**src/rtl/store_buffer_pkg.sv**
```systemverilog
// Shared types and constants for the store buffer: entry layout, word-index slice
// and byte-lane geometry used by both the queue and the forwarding merge.
package store_buffer_pkg;

  localparam int unsigned ADDR_W    = 32;
  localparam int unsigned DATA_W    = 32;
  localparam int unsigned NUM_LANES = 4;
  localparam int unsigned LANE_W    = DATA_W / NUM_LANES;

  // dm aliases on a 1024-word window, so only addr[11:2] identifies a word.
  localparam int unsigned WORD_HI = 11;
  localparam int unsigned WORD_LO = 2;
  localparam int unsigned WORD_W  = WORD_HI - WORD_LO + 1;

  typedef struct packed {
    logic [ADDR_W-1:0] addr;
    logic [DATA_W-1:0] data;
    logic              sb;
    logic [ADDR_W-1:0] pc;
  } sbEntry_t;

endpackage

```
**src/rtl/sb_fwd_merge.sv**
```systemverilog
// Combinational store-to-load forwarding: walks the age-ordered entries oldest to
// newest so that younger stores override older ones lane by lane.
module sb_fwd_merge
  import store_buffer_pkg::*;
#(
  parameter int unsigned DEPTH = 4
) (
  input  logic                 ldValid,
  input  logic [WORD_W-1:0]    ldWord,
  input  sbEntry_t [DEPTH-1:0] entries,   // index 0 is the oldest entry
  input  logic [DEPTH-1:0]     entValid,
  output logic [NUM_LANES-1:0] fwdMask,
  output logic [DATA_W-1:0]    fwdData
);

  always_comb begin
    fwdMask = '0;
    fwdData = '0;
    if (ldValid) begin
      for (int k = 0; k < DEPTH; k++) begin
        if (entValid[k] && (entries[k].addr[WORD_HI:WORD_LO] == ldWord)) begin
          if (entries[k].sb) begin
            for (int b = 0; b < NUM_LANES; b++) begin
              if (entries[k].addr[WORD_LO-1:0] == b[WORD_LO-1:0]) begin
                fwdMask[b]                 = 1'b1;
                fwdData[b*LANE_W +: LANE_W] = entries[k].data[LANE_W-1:0];
              end
            end
          end else begin
            fwdMask = '1;
            fwdData = entries[k].data;
          end
        end
      end
    end
  end

  // PC and the aliased upper address bits play no part in matching.
  logic unusedBits;
  always_comb begin
    unusedBits = 1'b0;
    for (int k = 0; k < DEPTH; k++) begin
      unusedBits = unusedBits ^ (^entries[k].pc) ^ (^entries[k].addr[ADDR_W-1:WORD_HI+1]);
    end
  end

endmodule

```
**src/rtl/store_buffer.sv**
```systemverilog
// In-order store FIFO in front of the dm write port; drains one store per cycle
// whenever no load owns the port and forwards buffered bytes to loads.
module store_buffer
  import store_buffer_pkg::*;
#(
  parameter int unsigned DEPTH = 4,
  parameter int unsigned PTR_W = 2
) (
  input  logic                 clk,
  input  logic                 reset,
  input  logic                 st_valid,
  input  logic [ADDR_W-1:0]    st_addr,
  input  logic [DATA_W-1:0]    st_data,
  input  logic                 st_sb,
  input  logic [ADDR_W-1:0]    st_pc,
  output logic                 st_ready,
  input  logic                 ld_valid,
  input  logic [ADDR_W-1:0]    ld_addr,
  output logic [NUM_LANES-1:0] fwd_mask,
  output logic [DATA_W-1:0]    fwd_data,
  output logic [ADDR_W-1:0]    dm_addr,
  output logic [DATA_W-1:0]    dm_data,
  output logic                 dm_wr,
  output logic                 dm_sb,
  output logic [ADDR_W-1:0]    dm_pc,
  output logic                 empty
);

  localparam logic [PTR_W:0]   FullCount = (PTR_W+1)'(DEPTH);
  localparam logic [PTR_W:0]   CountOne  = (PTR_W+1)'(1);
  localparam logic [PTR_W-1:0] PtrOne    = PTR_W'(1);

  sbEntry_t [DEPTH-1:0] memQ;
  logic [PTR_W-1:0]     headQ, tailQ;
  logic [PTR_W:0]       countQ;

  logic                 full, push, pop;
  sbEntry_t             newEntry, headEntry;
  sbEntry_t [DEPTH-1:0] ageOrdered;
  logic [DEPTH-1:0]     ageValid;

  assign full     = (countQ == FullCount);
  assign empty    = (countQ == '0);
  // A same-cycle drain does not free a slot for the incoming store.
  assign st_ready = !full;
  assign push     = st_valid && !full;
  assign pop      = !empty && !ld_valid;
  assign dm_wr    = pop;

  always_comb begin
    newEntry = '{addr: st_addr, data: st_data, sb: st_sb, pc: st_pc};
  end

  always_ff @(posedge clk or posedge reset) begin
    if (reset) begin
      memQ   <= '0;
      headQ  <= '0;
      tailQ  <= '0;
      countQ <= '0;
    end else begin
      if (push) begin
        memQ[tailQ] <= newEntry;
        tailQ       <= tailQ + PtrOne;
      end
      if (pop) begin
        headQ <= headQ + PtrOne;
      end
      if (push && !pop) begin
        countQ <= countQ + CountOne;
      end else if (pop && !push) begin
        countQ <= countQ - CountOne;
      end
    end
  end

  // Rotate the ring so the merge sees entries in program order.
  always_comb begin
    for (int k = 0; k < DEPTH; k++) begin
      ageOrdered[k] = memQ[headQ + PTR_W'(k)];
      ageValid[k]   = ((PTR_W+1)'(k) < countQ);
    end
  end

  always_comb begin
    headEntry = empty ? '0 : memQ[headQ];
    dm_data   = headEntry.data;
    dm_sb     = headEntry.sb;
    dm_pc     = headEntry.pc;
    dm_addr   = ld_valid ? ld_addr : headEntry.addr;
  end

  sb_fwd_merge #(
    .DEPTH (DEPTH)
  ) u_fwd_merge (
    .ldValid  (ld_valid),
    .ldWord   (ld_addr[WORD_HI:WORD_LO]),
    .entries  (ageOrdered),
    .entValid (ageValid),
    .fwdMask  (fwd_mask),
    .fwdData  (fwd_data)
  );

endmodule

```
**config.mk**
```make
export PLATFORM = sky130hd
export DESIGN_NAME = store_buffer
export DESIGN_NICKNAME = d
export VERILOG_FILES = /design/src/rtl/store_buffer_pkg.sv /design/src/rtl/sb_fwd_merge.sv /design/src/rtl/store_buffer.sv
export SDC_FILE = /design/constraint.sdc
export NUM_CORES = 1
export LEC_CHECK = 0
export CORE_MARGIN = 8
export CORE_UTILIZATION = 30
export CTS_BUF_LIST = sky130_fd_sc_hd__clkbuf_2
export CTS_CLUSTER_SIZE = 10
export DETAILED_ROUTE_END_ITERATION = 7
export DONT_BUFFER_PORTS = 1
export GPL_TIMING_DRIVEN = 1
export PLACE_DENSITY = 0.49
export SYNTH_ARGS = -nofsm -noshare
export SYNTH_HDL_FRONTEND = slang
export SYNTH_SLANG_ARGS = --single-unit
```
**constraint.sdc**
```tcl
create_clock -name clk -period 16.84 [get_ports clk]
set_clock_uncertainty 0.1 [all_clocks]
set_input_delay 1.684 -clock clk [delete_from_list [all_inputs] [get_ports clk]]
set_output_delay 1.684 -clock clk [all_outputs]
set_load 0.01 [all_outputs]
```
==> key figures, run 1 <==
Outcome
  • Status: complete, no violations

Logic synthesis
  • Synth Area per Inst: 11.5 µm²
  • Post-Syn Instances: 2066
  • #FFs+latches synth: 395
  • Synthesized cell area: 0.0238 mm²
  • Post-synth EDFFs: 0
  • Async SR Flop Fraction: 100%
  • Main synth FF type: dfrtp_1
  • Syn. warnings: 0
  • Sequential share of the synthesized area: 41.5%
  • Syn Nets: about 2.2k
  • Unique masters post-synth: 75

Finish
  • Area growth from synthesis to layout: 7.80%
  • Final Util: 32.6%
  • Final nets: 2182
  • Finished Cell Area: roughly 0.026 mm²
  • Filler cell count: around 8.0k
  • Share of layout cells above drive strength 1: ~37%

Power
  • Clock Power Share: 11.8%
  • Cell-internal power: 3250 µW
  • Comb pwr share: 58.7%
  • Flop pwr share: between 20% and 30%
  • Pwr dens: 238 mW/mm²
  • Sw Ratio: 46.7%
  • Peak supply drop: about 0.00015 V
  • Sw Pwr: 2850 µW
  • Leakage: about 0.011 µW

Setup path
  • Setup crit start kind: flip-flop
  • CP Max Fanout: 62
  • Cell mode on critical path: buf_4
  • Critical Path Max Stage Delay: slightly below 1 ns
  • Slowest stage cell, crit path: dfrtp_4
  • Crit path cell chain: buf_4 > mux2i_1 > xnor2_1 > or4b_1 > a222oi_1 > buf_4 > and3_1 > o311ai_0 > a21boi_0
  • CP Class: flip-flop to primary output
  • WP data arrival: 6.20 ns
  • Crit. End Element: primary output
  • Worst EP required: 15.06 ns

Clocking
  • Setup Buffers After CTS: 0
  • Clock Sinks: just under 400
  • Post-cts sizing count: 0
  • Root buffer cell: clkbuf_2
  • Number of CTS-inserted buffers: 111
  • # hold bufs at CTS: 0
  • Maximum buffer depth of the clock tree: 3
  • CTS tree: built
  • Clock Latency Late Sink: 1.13 ns
  • Clock transition at the registers of the reported paths: 0.11 ns
  • H-tree levels: 3

Job
  • Max-Cap Viols: 0

Global route
  • First-pass GRT wire length: 118 mm
  • Grt ovf: 0
  • All-Layer GR Usage: 17.2%
  • Pin count of the biggest net entering global routing: 205
  • Initial antenna violation count: 6
  • Vias in the first global route: 17.9k

Route
  • Drt pass-1 iters: 6
  • DRT iter0 DRCs: between 1k and 1.5k
  • Vias: 17.2k
  • WL per Instance: around 25 µm
  • Post-route DRC: 0
  • Drt total wl: 79.6 mm
  • Via/cell ratio: between 5 and 6
  • DRT antenna net count: 0

Timing
  • Final Max Tran Viols: 0
  • Setup_tns: 0 ns
  • Final hold violation count: 0
  • Tmin final: approximately 8 ns
  • Slew at the pin with the worst max-slew slack: 1.18 ns
  • Achievable Freq: 125 MHz
  • Fin worst setup slack: 8.86 ns
  • Final setup viols: 0
  • RSZ-0062 raised after global routing: false
  • Period utilization: between 40% and 50%
  • Rel. slew slack: 20.9%

Placed design
  • IO Port Bufs: 0
  • Dpl ws: 10.07 ns
  • Post-DP Area: between 0.02 and 0.025 mm²
  • Final Wtd Congestion: around 0.90
  • Post-DP HPWL: about 54 mm

Die
  • Placeable Area: 0.0787 mm²
  • Die Area: ~0.09 mm²
  • Die Y: about 300 µm
  • I/O pins: ~270
  • Chip width: 298 µm
  • Initial Utilization: 30.2%
  • Std-Cell Rows: 103

Hold path
  • Hold Crit Class: input pin to asynchronous set/reset pin
## synthesized netlist by cell type (19+ instances only)
| cell type | count | area share, % |
|---|---|---|
| mux2_2 | 474 | 22 |
| dfrtp_1 | 395 | 42 |
| mux2i_1 | 146 | 6.1 |
| nor2_1 | 128 | 2.0 |
| nand2_1 | 94 | 1.5 |
| o21ai_0 | 83 | 1.7 |
| a21oi_1 | 80 | 1.7 |
| buf_2 | 59 | 1.2 |
| mux4_2 | 59 | 5.6 |
| clkbuf_1 | 53 | 0.84 |
| nor2b_1 | 53 | 1.4 |
| buf_1 | 42 | 0.66 |
| a22o_1 | 35 | 1.3 |
| xnor2_1 | 31 | 1.1 |
| nand3_1 | 19 | 0.40 |
## power by group through the flow
stage               sequential [µW]  combinational (µW)  clock [µW]
floorplan                      1660                2670           0
global placement               1780                3540           0
detailed placement             1820                3580           0
CTS                            1800                3600         766
global route                   1870                3840         815
finish                         1800                3580         719
## cells in the final DEF, fill, tap and decap left out, types with 19 or more instances in the layout
cell        n
a21oi_1    80
a22o_1     35
buf_4      30
clkbuf_2  163
dfrtp_1   393
mux2_2    474
mux2i_1   144
mux4_2     59
nand2_1    90
nand3_1    19
nor2_1    128
nor2b_1    52
o21ai_0    82
xnor2_1    31
## metrics by stage
step	power [µW]	hold slack, ns	std cells
finish	6100	0.277	3179
global route	6520	0.145	3169
CTS	6160	0.136	3165
detailed placement	5390	0.387	2977
global placement	5320	0.381	2977
floorplan	4330	0.374	2066
## layout make-up
type / count / area, µm² / share of cell area (%)
timing repair buffer: 31 / 245 / 0.956
clock inverter: 25 / 178 / 0.693
sequential: 395 / 9890 / 38.6
antenna: 14 / 35.0 / 0.137
multi-input combinational: 1492 / 13100 / 51.2
inverter: 9 / 42.5 / 0.166
tap: 1050 / 1310 / 5.12
clock buffer: 163 / 816 / 3.18
## path summary, 6_finish.rpt
| check | from | end | slack, ns | cells past startpoint |
|---|---|---|---|---|
| worst max-delay path | headQ[1] | fwd_data[23] | 8.86 | 9 |
| worst min-delay path | reset | memQ[378] | 0.28 | 1 |
| worst max register to register | countQ[0] | memQ[347] | 12.97 | 7 |
| worst min register to register | memQ[289] | memQ[289] | 0.40 | 1 |
| max in group asynchronous | reset | memQ[254] | 14.16 | 3 |
| min in group clk | memQ[289] | memQ[289] | 0.40 | 1 |
## per-layer routing
layer | up-vias | share of wire [%] | GRT usage (%)
met5 | - | 0 | 0
met4 | 0 | 3.2 | 5.99
met3 | 168 | 8.9 | 6.42
met2 | 607 | 48 | 28.6
met1 | 8775 | 40 | 20.4
li1 | 7675 | - | -
## critical path, delay by kind of cell, from the launching register on
kind | cells | cell delay (ns)
AOI/OAI and AO/OA | 3 | 1.37
buffers and inverters | 2 | 1.11
muxes | 1 | 0.31
xor gates and xnor gates | 1 | 0.11
and+or+nand+nor | 2 | 1.11
DFF | 1 | 0.98
## sequential cells by signal, summed over array words and instances, names as in the netlist
signal and count:
countQ 3, headQ 2, memQ 388, tailQ 2
## kinds of logic after synthesis
kind of cell	Yosys count	share of synthesized area, %
buffers and inverters	179	3.54
DFF	395	41.5
adders and majority gates	9	0.473
xor gates and xnor gates	49	1.80
AOI/OAI and AO/OA	347	10.0
and+or+nand+nor	408	8.45
muxes	679	34.2
Power figures use the tool's default switching activity.
==> run 2: changes to the inputs <==
- clock period: 16.84 -> 8 ns (I/O delays scaled with it)
==> key figures, run 2 (synthesized netlist as in run 1, its figures left out) <==
Outcome
  • Status: complete, no violations

Setup path
  • Critical Path Source: headQ[1]
  • Crit. End Element: primary output
  • CP Class: flip-flop to primary output
  • WP data arrival: 5.85 ns
  • Reg2reg start: countQ[0]
  • Worst EP required: 7.10 ns
  • CP Max Fanout: 119
  • Crit path cell chain: buf_12 > mux2_2 > or2_2 > o21a_1 > o21ai_0 > nand4_1 > o22ai_1 > and2_1
  • Setup crit start kind: flip-flop
  • Critical Path Max Stage Delay: 0.98 ns
  • Slowest stage cell, crit path: dfrtp_4

Timing
  • Tmin final: between 6 and 7 ns
  • Worst Hold Slack: 0.194 ns
  • Setup_tns: 0 ns
  • Slew at the pin with the worst max-slew slack: 1.15 ns
  • Fin worst setup slack: between 1 and 1.5 ns
  • Achievable Freq: 148 MHz
  • Final hold violation count: 0
  • Rel. slew slack: 23.6%
  • Period utilization: 84.4%
  • RSZ-0062 raised after global routing: false
  • Final setup viols: 0
  • Final Max Tran Viols: 0

Power
  • Peak supply drop: ~0.00028 V
  • Leakage: 0.0111 µW
  • Pwr dens: 481 mW/mm²
  • Design Power: about 13000 µW

Route
  • Via/cell ratio: 5.35
  • Drt pass-1 iters: 5
  • DRT antenna net count: 0
  • Post-route DRC: 0
  • DRT iter0 DRCs: 997
  • Vias: 17.5k
  • WL per Instance: 24.1 µm
  • Drt total wl: 78.9 mm

Global route
  • Vias in the first global route: roughly 19k
  • Grt ovf: 0
  • First-pass GRT wire length: between 100 and 150 mm
  • Pin count of the biggest net entering global routing: 199
  • Initial antenna violation count: 20
  • All-Layer GR Usage: between 10% and 20%

Placed design
  • IO Port Bufs: 0
  • Post-DP HPWL: 54.0 mm
  • Dpl ws: 2.39 ns
  • Final Wtd Congestion: around 0.96

Clocking
  • Clock Latency Late Sink: 1.14 ns
  • H-tree levels: 3
  • Root buffer cell: clkbuf_2
  • Maximum buffer depth of the clock tree: 3
  • CTS tree: built
  • Clock transition at the registers of the reported paths: 0.10 ns
  • Post-cts sizing count: 0
  • Number of CTS-inserted buffers: 109
  • # hold bufs at CTS: 100
  • Clock Sinks: 395
  • Setup Buffers After CTS: 0

Hold path
  • Hold Crit Class: input pin to flip-flop
  • Hold_sp: st_pc[14]

Die
  • Die Area: 0.0886 mm²
  • Die Y: 298 µm
  • Initial Utilization: 30.2%
  • Std-Cell Rows: 103
  • Chip width: 298 µm
  • Placeable Area: roughly 0.079 mm²
  • I/O pins: ~270

Finish
  • Commonest non-fill, non-tap cell in the layout: mux2_2
  • Largest registers: memQ x388, countQ x3
  • Share of layout cells above drive strength 1: 35.1%
  • Most flops, register: memQ
  • Most frequent cells in the layout: mux2_2 (474), dfrtp_1 (393), clkbuf_2 (148)
  • Area growth from synthesis to layout: 12.1%
  • Final Util: between 30% and 40%
  • Final nets: roughly 2.3k
  • Max reg flops: 388

Job
  • Max-Cap Viols: 0
==> run 2: cell count changes in the layout (fill, tap and decap cells not counted), sizes merged <==
cell         before  now
diode            14   18
clkinv           22   36
clkbuf          163  148
buf              31   30
clkinvlp          0    2
inv              11    9
dlygate4sd3       0  100
==> run 2: worst max-delay path, delay by kind of cell (launching register included) <==
kind,cells,cell delay (ns)
buffers and inverters,1,0.52
AOI/OAI and AO/OA,3,1.45
DFF,1,0.98
muxes,1,0.41
and+or+nand+nor,3,1.23
==> run 2: path summary, 6_finish.rpt <==
| path | end | slack, ns | cells past startpoint |
|---|---|---|---|
| worst min-delay path | memQ[14] | 0.19 | 2 |
| worst max-delay path | fwd_data[2] | 1.25 | 8 |
| min in group asynchronous | memQ[85] | 0.22 | 3 |
| worst min register to register | memQ[277] | 0.41 | 1 |
| max in group asynchronous | memQ[30] | 5.80 | 4 |
| worst max register to register | memQ[339] | 4.21 | 7 |
==> run 2: final cells by class <==
| cell class | count | area, µm² |
|---|---|---|
| Clock inverter | 39 | 236 |
| Clock buffer | 148 | 741 |
| Antenna cell | 18 | 45.0 |
| Sequential cell | 395 | 9890 |
| Tap cell | 1050 | 1310 |
| Inverter | 9 | 38.8 |
| Timing Repair Buffer | 130 | 1280 |
| Multi-Input combinational cell | 1492 | 13100 |
| Fill cell | 7858 | 52100 |
==> run 2: metrics by stage <==
step,cells,area (µm²)
floorplan,2066,23800
global placement,2976,24600
detailed placement,2976,24600
CTS,3263,26600
global route,3278,26700
finish,3281,26700
==> run 2: power breakdown <==
group / total, µW / internal (µW) / switching, µW
Sequential: 3810 / 3030 / 779
Combinational: 7550 / 3260 / 4290
Clock: 1460 / 554 / 908
Total: 12800 / 6840 / 5980
==> run 2: metal layers <==
metal / vias up / track usage, % / wire length [µm]
met2: 598 / 28.8 / 38000
li1: 7879 / - / -
met4: 10 / 6.20 / 2830
met1: 8873 / 20.9 / 32400
met3: 178 / 5.10 / 5640
met5: - / 0 / 63
==> run 3: changes to the inputs <==
- PLACE_DENSITY: 0.49 -> 0.5
- clock period: 8 -> 5.5 ns (I/O delays scaled with it)
==> key figures, run 3 (synthesized netlist as in run 1, its figures left out) <==
Outcome
  • Status: complete, no violations

Route
  • WL per Instance: 23.4 µm
  • DRT iter0 DRCs: 948
  • Vias: 18.4k
  • Top sig layer: met5
  • Routed wire length on met3: 4.59 mm
  • DRT antenna net count: 0
  • Drt pass-1 iters: 5
  • Post-route DRC: 0
  • Drt total wl: 81.7 mm
  • Post-Route M1 WL: 34.6 mm
  • Via/cell ratio: approximately 5.3
  • DR WL met2: 40.0 mm

Power
  • Leakage: around 0.012 µW
  • Peak supply drop: roughly 0.00027 V
  • Pwr dens: 678 mW/mm²
  • Design Power: 19500 µW

Setup path
  • CP Class: flip-flop to primary output
  • Crit path cell chain: buf_12 > mux2_2 > mux2i_2 > nor2b_1 > nor2_1 > nor3_1 > nand3_1 > a21oi_1 > o221a_1
  • Crit. End Element: primary output
  • Slowest stage cell, crit path: mux2i_2
  • Worst EP required: just under 5 ns
  • Top cell family by delay on the critical path: simple AND/OR/NAND/NOR gates
  • WP data arrival: 4.62 ns
  • Setup crit start kind: flip-flop
  • WP buf/inv: 1
  • CP Max Fanout: 48
  • Critical Path Max Stage Delay: approximately 0.62 ns

Placed design
  • Post-DP HPWL: approximately 55 mm
  • Dpl ws: 0.740 ns
  • Final Wtd Congestion: just over 0.9
  • IO Port Bufs: 0
  • Cells after DPL: 3005

Finish
  • Filler cell count: a little under 8k
  • Final nets: roughly 2.5k
  • Layout Cells excl Fill: 3485
  • Area growth from synthesis to layout: 21.0%
  • Sequential cell area: 0.00989 mm²
  • Largest registers: memQ x388, countQ x3
  • Share of layout cells above drive strength 1: between 30% and 40%
  • Max reg flops: between 300 and 400
  • Most frequent cells in the layout: mux2_2 (474), dfrtp_1 (393), dlygate4sd3_1 (271)
  • Commonest non-fill, non-tap cell in the layout: mux2_2
  • Area of the multi-input gates: 0.0132 mm²
  • Most flops, register: memQ

Clocking
  • Root buffer cell: clkbuf_2
  • Clock transition at the registers of the reported paths: roughly 0.12 ns
  • Number of CTS-inserted buffers: 109
  • CTS tree: built
  • H-tree levels: 3
  • Clock Sinks: 395
  • Clock Latency Late Sink: 1.09 ns
  • Maximum buffer depth of the clock tree: 3

Timing
  • Tmin final: 5.27 ns
  • Worst Hold Slack: 0.177 ns
  • Slew at the pin with the worst max-slew slack: 1.02 ns
  • Period utilization: 95.8%
  • Final hold violation count: 0
  • Rel. slew slack: between 30% and 40%
  • Achievable Freq: ~190 MHz
  • RSZ-0062 raised after global routing: false
  • Final setup viols: 0
  • Final Max Tran Viols: 0
  • Fin worst setup slack: around 0.23 ns

Die
  • I/O pins: 269
  • Die Y: 298 µm
  • Chip width: 298 µm
  • Placeable Area: just under 0.08 mm²
  • Std-Cell Rows: 103
  • Die Area: about 0.09 mm²
  • Initial Utilization: ~30%

Hold path
  • Hold Crit Class: input pin to flip-flop

Global route
  • First-pass GRT wire length: between 100 and 150 mm
  • Grt ovf: 0
  • Initial antenna violation count: 7
  • All-Layer GR Usage: 18.0%
  • Vias in the first global route: approximately 20k
  • Pin count of the biggest net entering global routing: 153

Job
  • Max-Cap Viols: 0
## run 3: routing by layer
layer	up-vias	GRT usage, %
met5	-	0
met4	2	6.21
met3	162	3.78
met2	573	30.8
met1	9419	22.3
li1	8268	-
## run 3: repair_timing
action                                 in CTS  in global routing
cloned                                      1                  0
gates resized for setup                    10                  3
pin swaps                                   3                  0
buffers inserted                           10                  0
endpoints found under the hold margin     750                  0
hold buffers                              271                  0
setup endpoints to repair                  35                  4
## run 3: power by group
part / total (µW) / internal [µW] / switching (µW)
Combinational: 12000 / 5370 / 6590
Sequential: 5420 / 4410 / 1020
Clock: 2150 / 814 / 1340
Total: 19500 / 10600 / 8940
## run 3: path summary, 6_finish.rpt
path | start | endpoint | slack, ns | cells after the start
worst min register to register | memQ[218] | memQ[218] | 0.41 | 1
max in group asynchronous | reset | memQ[14] | 3.33 | 5
worst min-delay path | st_data[1] | memQ[34] | 0.18 | 2
worst max-delay path | headQ[1] | fwd_data[11] | 0.23 | 9
min in group asynchronous | reset | memQ[277] | 0.36 | 3
worst max register to register | countQ[0] | memQ[223] | 1.52 | 8
## run 3: stage by stage
step           area [µm²]  util (%)  setup TNS (ns)
3_5_place_dp        24900      31.6               0
3_3_place_gp        24900      31.6               0
6_report            28800      36.6               0
4_1_cts             28800      36.5               0
5_1_grt             28800      36.6               0
2_1_floorplan       23800         -         -184.00
## run 3: cell type report
type / count / share of cell area (%)
antenna: 2 / 0.0174
timing repair buffer: 340 / 11.7
clock inverter: 44 / 0.800
clock buffer: 152 / 2.64
sequential: 395 / 34.4
tap: 1050 / 4.56
multi-input combinational: 1493 / 45.8
inverter: 9 / 0.135
## run 3: worst reg2reg max path: stages (launching register included)
cell and delay [ns]:
dfrtp_1 0.47, inv_1 0.13, ha_1 0.18, nand2_1 0.20, and2_1 0.42, nand2_4 0.80, buf_4 0.57, mux2_2 0.40
dlygate4sd3_1 0.56
